--- config.mk ---
export PLATFORM = sky130hd
export DESIGN_NAME = codificador_bcd_secuencial_flat
export DESIGN_NICKNAME = d
export VERILOG_FILES = /design/src/rtl/codificador_bcd_secuencial_if.sv /design/src/rtl/codificador_bcd_secuencial.sv /design/src/flat_wrapper.sv
export SDC_FILE = /design/constraint.sdc
export NUM_CORES = 1
export LEC_CHECK = 0
export CAP_MARGIN = 40
export CORE_ASPECT_RATIO = 0.9
export CORE_UTILIZATION = 56
export DETAILED_ROUTE_END_ITERATION = 6
export PLACE_DENSITY_LB_ADDON = 0.25
export SLEW_MARGIN = 10
export SYNTH_ARGS = -nofsm -noshare
export SYNTH_HDL_FRONTEND = slang
export SYNTH_SLANG_ARGS = --single-unit
--- constraint.sdc ---
create_clock -name clk_i -period 1.8 [get_ports clk_i]
set_input_delay 0.27 -clock clk_i [delete_from_list [all_inputs] [get_ports clk_i]]
set_output_delay 0.27 -clock clk_i [all_outputs]
set_load 0.02 [all_outputs]
--- src/rtl/codificador_bcd_secuencial_if.sv ---
// Conversion request in, BCD digits, status and display scan select out.
interface codificador_bcd_secuencial_if;
    logic       start;
    logic [7:0] bin;
    logic       busy;
    logic       done;
    logic [3:0] cen;
    logic [3:0] j;
    logic [3:0] k;
    logic       ovf;
    logic       sel;

    modport master (output start, bin, input busy, done, cen, j, k, ovf, sel);
    modport slave  (input start, bin, output busy, done, cen, j, k, ovf, sel);
endinterface

--- src/rtl/codificador_bcd_secuencial.sv ---
// Sequential shift-and-add-3 binary-to-BCD encoder, 9 cycles START to DONE; START ignored while busy.
// Also generates the free-running digit-select square wave for the multiplexed display.
module codificador_bcd_secuencial #(
    parameter int SCAN_DIV = 50000
) (
    input logic                          clk_i,
    input logic                          rst_i,
    codificador_bcd_secuencial_if.slave  bus
);

    localparam int CW = (SCAN_DIV > 1) ? $clog2(SCAN_DIV) : 1;
    localparam logic [CW-1:0] SCAN_LAST = CW'(SCAN_DIV - 1);

    typedef enum logic [1:0] {
        IDLE  = 2'd0,
        SHIFT = 2'd1,
        FIN   = 2'd2
    } state_t;

    state_t      state_q, state_d;
    logic [7:0]  sr_q,    sr_d;
    logic [11:0] acc_q,   acc_d;
    logic [2:0]  it_q,    it_d;
    logic [3:0]  cen_q,   cen_d;
    logic [3:0]  j_q,     j_d;
    logic [3:0]  k_q,     k_d;
    logic        ovf_q,   ovf_d;
    logic        done_q,  done_d;
    logic [CW-1:0] scan_q, scan_d;
    logic        sel_q,   sel_d;
    logic [11:0] adj;

    function automatic logic [3:0] add3(input logic [3:0] n);
        return (n >= 4'd5) ? n + 4'd3 : n;
    endfunction

    always_comb begin
        state_d = state_q;
        sr_d    = sr_q;
        acc_d   = acc_q;
        it_d    = it_q;
        cen_d   = cen_q;
        j_d     = j_q;
        k_d     = k_q;
        ovf_d   = ovf_q;
        done_d  = 1'b0;
        adj     = {add3(acc_q[11:8]), add3(acc_q[7:4]), add3(acc_q[3:0])};

        case (state_q)
            IDLE: begin
                if (bus.start) begin
                    sr_d    = bus.bin;
                    acc_d   = 12'd0;
                    it_d    = 3'd0;
                    state_d = SHIFT;
                end
            end
            SHIFT: begin
                // Correction happens on the pre-shift nibbles, then the whole pair shifts as one.
                {acc_d, sr_d} = {adj, sr_q} << 1;
                it_d          = it_q + 3'd1;
                if (it_q == 3'd7) begin
                    state_d = FIN;
                end
            end
            FIN: begin
                cen_d   = acc_q[11:8];
                j_d     = acc_q[7:4];
                k_d     = acc_q[3:0];
                ovf_d   = |acc_q[11:8];
                done_d  = 1'b1;
                state_d = IDLE;
            end
            default: state_d = IDLE;
        endcase
    end

    always_comb begin
        scan_d = scan_q + CW'(1);
        sel_d  = sel_q;
        if (scan_q == SCAN_LAST) begin
            scan_d = '0;
            sel_d  = ~sel_q;
        end
    end

    always_ff @(posedge clk_i) begin
        if (rst_i) begin
            state_q <= IDLE;
            sr_q    <= 8'd0;
            acc_q   <= 12'd0;
            it_q    <= 3'd0;
            cen_q   <= 4'd0;
            j_q     <= 4'd0;
            k_q     <= 4'd0;
            ovf_q   <= 1'b0;
            done_q  <= 1'b0;
            scan_q  <= '0;
            sel_q   <= 1'b0;
        end else begin
            state_q <= state_d;
            sr_q    <= sr_d;
            acc_q   <= acc_d;
            it_q    <= it_d;
            cen_q   <= cen_d;
            j_q     <= j_d;
            k_q     <= k_d;
            ovf_q   <= ovf_d;
            done_q  <= done_d;
            scan_q  <= scan_d;
            sel_q   <= sel_d;
        end
    end

    assign bus.busy = (state_q == SHIFT) || (state_q == FIN);
    assign bus.done = done_q;
    assign bus.cen  = cen_q;
    assign bus.j    = j_q;
    assign bus.k    = k_q;
    assign bus.ovf  = ovf_q;
    assign bus.sel  = sel_q;

endmodule

--- src/flat_wrapper.sv ---
// flat-port wrapper written by rule: the top's interface ports become plain ports
module codificador_bcd_secuencial_flat 
#(
    parameter int SCAN_DIV = 50000
)
  (clk_i, rst_i, bus_start, bus_bin, bus_busy, bus_done, bus_cen, bus_j, bus_k, bus_ovf, bus_sel);
  codificador_bcd_secuencial_if bus_i ();
  input logic clk_i;
  input logic rst_i;
  input wire logic [$bits(bus_i.start)-1:0] bus_start;
  input wire logic [$bits(bus_i.bin)-1:0] bus_bin;
  output wire logic [$bits(bus_i.busy)-1:0] bus_busy;
  output wire logic [$bits(bus_i.done)-1:0] bus_done;
  output wire logic [$bits(bus_i.cen)-1:0] bus_cen;
  output wire logic [$bits(bus_i.j)-1:0] bus_j;
  output wire logic [$bits(bus_i.k)-1:0] bus_k;
  output wire logic [$bits(bus_i.ovf)-1:0] bus_ovf;
  output wire logic [$bits(bus_i.sel)-1:0] bus_sel;
  assign bus_i.start = bus_start;
  assign bus_i.bin = bus_bin;
  assign bus_busy = bus_i.busy;
  assign bus_done = bus_i.done;
  assign bus_cen = bus_i.cen;
  assign bus_j = bus_i.j;
  assign bus_k = bus_i.k;
  assign bus_ovf = bus_i.ovf;
  assign bus_sel = bus_i.sel;
  codificador_bcd_secuencial #(.SCAN_DIV(SCAN_DIV)) u_core (.clk_i(clk_i), .rst_i(rst_i), .bus(bus_i));
endmodule
==> reports/metrics.cfg <==
[run_status]
status = finished clean

[clocking]
cts_buffer_depth = 2
cts.sinks = 56
ctsHoldBuffers = 0
cts_tree = built
path_clk_slew_ps = 90
htree_levels = 2
clock_tree.root_cell = clkbuf_8
postCtsSetupBuffers = 0
clk-insertion-delay-late_ps = 320
cts_buffers = 5

[detailed_routing]
post-route-drc-count = 0
viasPerCell = 5.21
vias = 1869
drt_iter0_drc = 90
first_pass_iters = 4
routedWlPerCell_um = 12.9
ant_nets = 0
drt-total-wl_um = 4640

[logic_synthesis]
postSynth.asyncResetShare_pct = 0
yosysTopAreaCellShare_pct = 43.3
syn-instance-count = 267
synthMostInstantiatedCell = dfxtp_1
synth_area_sq_um = 2590
synth-edff-count = 0
synthFlopType = dfxtp_1
syn_nets = 291
synth_seq_cells = 56
syn_area_per_cell_sq_um = 9.71
ys_warn_count = 0
netlist_top_cells_count = 56 x dfxtp_1, 44 x nor2_1, 24 x mux2i_1
seq_area_frac_synth_pct = 43.3
synthTopCellsByArea = dfxtp_1 43%, mux2i_1 9.3%, nor2_1 6.4%, ha_1 6.3%, xnor2_1 5.1%
synth_area_leader_cell = dfxtp_1
ys_types = 37

[layout]
area.growth.synth_to_final_pct = 16.0
finalNetCount = 320
diodes = 0
final_cells = 359
final_layout_size_suffix_gt1_share_pct = 9.43

[sta]
fin_tns_setup_ps = 0
hold_viol_final = 0
layout_worst_path_cycle_share_pct = 89.8
setup_viol = 0
maxSlewHeadroom_pct = 73.5
fin_crit_ps = 1620
fmax_mhz = 619
tightestPinTransition_ps = 396
drv_slew = 0
rsz0062_at_grt = no
fin_skew_ps = 7.77

[power_and_ir_drop]
power_density_nw_per_um2 = 732
peakVddDrop_mv = 0.393
p_leak_nw = 1.11

[setup_path]
slowest_stage = dfxtp_1
critPathMaxStageDelay_ps = 370
cp_cell_sequence = inv_1 > ha_1 > dlygate4sd2_1
critPathMaxFanout = 3
critPathKind = flip-flop to primary output
cp_data_arrival_time_ps = 1350
start_kind = flip-flop
cp-end-kind = primary output
worst_ep_required_time_ps = 1530

[die]
num_io_pins = 27
die-width_um = 73.7
coreArea_sq_um = 4460
fp-row-count = 23
fp.dieH_um = 66.5
dieArea_sq_um = 4900
initial_core_util_pct = 58.1

[worst_hold_path]
worstHoldPathType = flip-flop to flip-flop

[place]
numPlacedInstances = 351
finalWeightedCongestion = 0.826
port_buffers = 26
dpl.hpwl_um = 3290

[global_routing]
grt_pass1_wl_um = 7980
grt_usage_pct = 21.4
grt_pass1_vias = 1726
grt_max_degree = 22
overflow = 0
antenna_found_initial = 0

[job]
cap_viol_max_count = 0

-- report_power, final --
part / total, mW / leakage (nW) / internal, mW / switching (mW)
Sequential: 1.29 / 0.454 / 1.27 / 0.0233
Combinational: 0.196 / 0.615 / 0.0875 / 0.109
Clock: 0.711 / 0.0455 / 0.315 / 0.396
Total: 2.20 / 1.11 / 1.67 / 0.528
-- cells in the final DEF (no fill, tap or decap) --
cell type and instances:
a21oi_1 11, nand3_2 1, ha_1 13, nor4bb_1 2, nor2_2 4, and3_1 4
mux2i_1 24, clkbuf_1 2, and4b_2 1, a22oi_1 3, nand2_1 6, nor2_1 44
nor3_1 6, a211oi_1 8, nand2b_4 1, nand3_4 1, nand3_1 8, nand4_1 1
and2_1 1, nor2b_1 2, o21ai_0 5, dfxtp_1 56, nand2b_1 5, nor4_1 1
dlygate4sd2_1 1, buf_4 6, or3_1 2, clkdlybuf4s50_1 25, inv_1 13, clkbuf_8 6
nor4_2 4, mux2_2 1, xnor2_1 15, a22o_1 6, nand4_2 1, nand4_4 2
xor2_1 5
-- critical path, delay by kind of cell, from the launching register on --
family	cells	cell delay (ps)
DFF	1	370
adders and majority gates	1	270
buffers and inverters	2	390
-- path summary, 6_finish.rpt --
path | startpoint | to | slack [ps] | cells past startpoint
worst min-delay path | u_core.sr_q[0]$_SDFFE_PP0P_ | u_core.sr_q[0]$_SDFFE_PP0P_ | 470 | 2
worst max register to register | u_core.state_q[0]$_SDFFE_PP0P_ | u_core.acc_q[6]$_SDFFE_PP0P_ | 200 | 6
worst min register to register | u_core.sr_q[0]$_SDFFE_PP0P_ | u_core.sr_q[0]$_SDFFE_PP0P_ | 470 | 2
worst max-delay path | u_core.state_q[1]$_SDFFE_PP0P_ | bus_busy | 180 | 3
-- flip-flops by register name, summed over array words and instances (netlist names), 2 cells and up --
signal,cells
u_core.scan_q,16
u_core.acc_q,12
u_core.sr_q,8
u_core.bus.cen,4
u_core.bus.j,4
u_core.bus.k,4
u_core.it_q,3
u_core.state_q,2
-- per-stage QoR --
stage / power (mW) / setup slack [ps] / hold WS, ps / area [sq um] / util (%)
6_report: 2.20 / 184 / 470 / 3010 / 67.4
5_1_grt: 2.29 / 28.7 / 496 / 3010 / 67.4
4_1_cts: 2.23 / 157 / 474 / 3010 / 67.4
3_5_place_dp: 1.52 / 57.3 / 457 / 2920 / 65.4
3_3_place_gp: 1.51 / 134 / 455 / 2920 / 65.4
2_1_floorplan: 1.46 / 382 / 422 / 2590 / -
-- repair_timing --
item,in CTS,in global routing
setup endpoints to repair,1,0
resized for setup,1,0
endpoints found under the hold margin,0,0
-- routing by layer --
metal | vias up | track usage, % | share of wire [%]
li1 | 970 | - | -
met1 | 864 | 30.9 | 52
met2 | 29 | 31.0 | 43
met3 | 6 | 5.90 | 3.6
met4 | 0 | 5.77 | 1.1
met5 | - | 0 | 0
-- cell type report --
cell class | count | area (sq um)
fill | 367 | 1450
multi-input combinational | 188 | 1370
sequential | 56 | 1120
timing repair buffer | 32 | 304
clock buffer | 8 | 90.1
tap | 62 | 77.6
inverter | 13 | 48.8
-- cell families after synthesis --
kind of cell    share of synthesized area [%]
simple gates                             21.6
mux                                      9.71
buf+inv                                  4.06
flops                                    43.3
compound gates                           8.30
fa+ha+maj                                6.28
xor+xnor                                 6.76
Note: power is estimated with default switching activity, not from simulation.
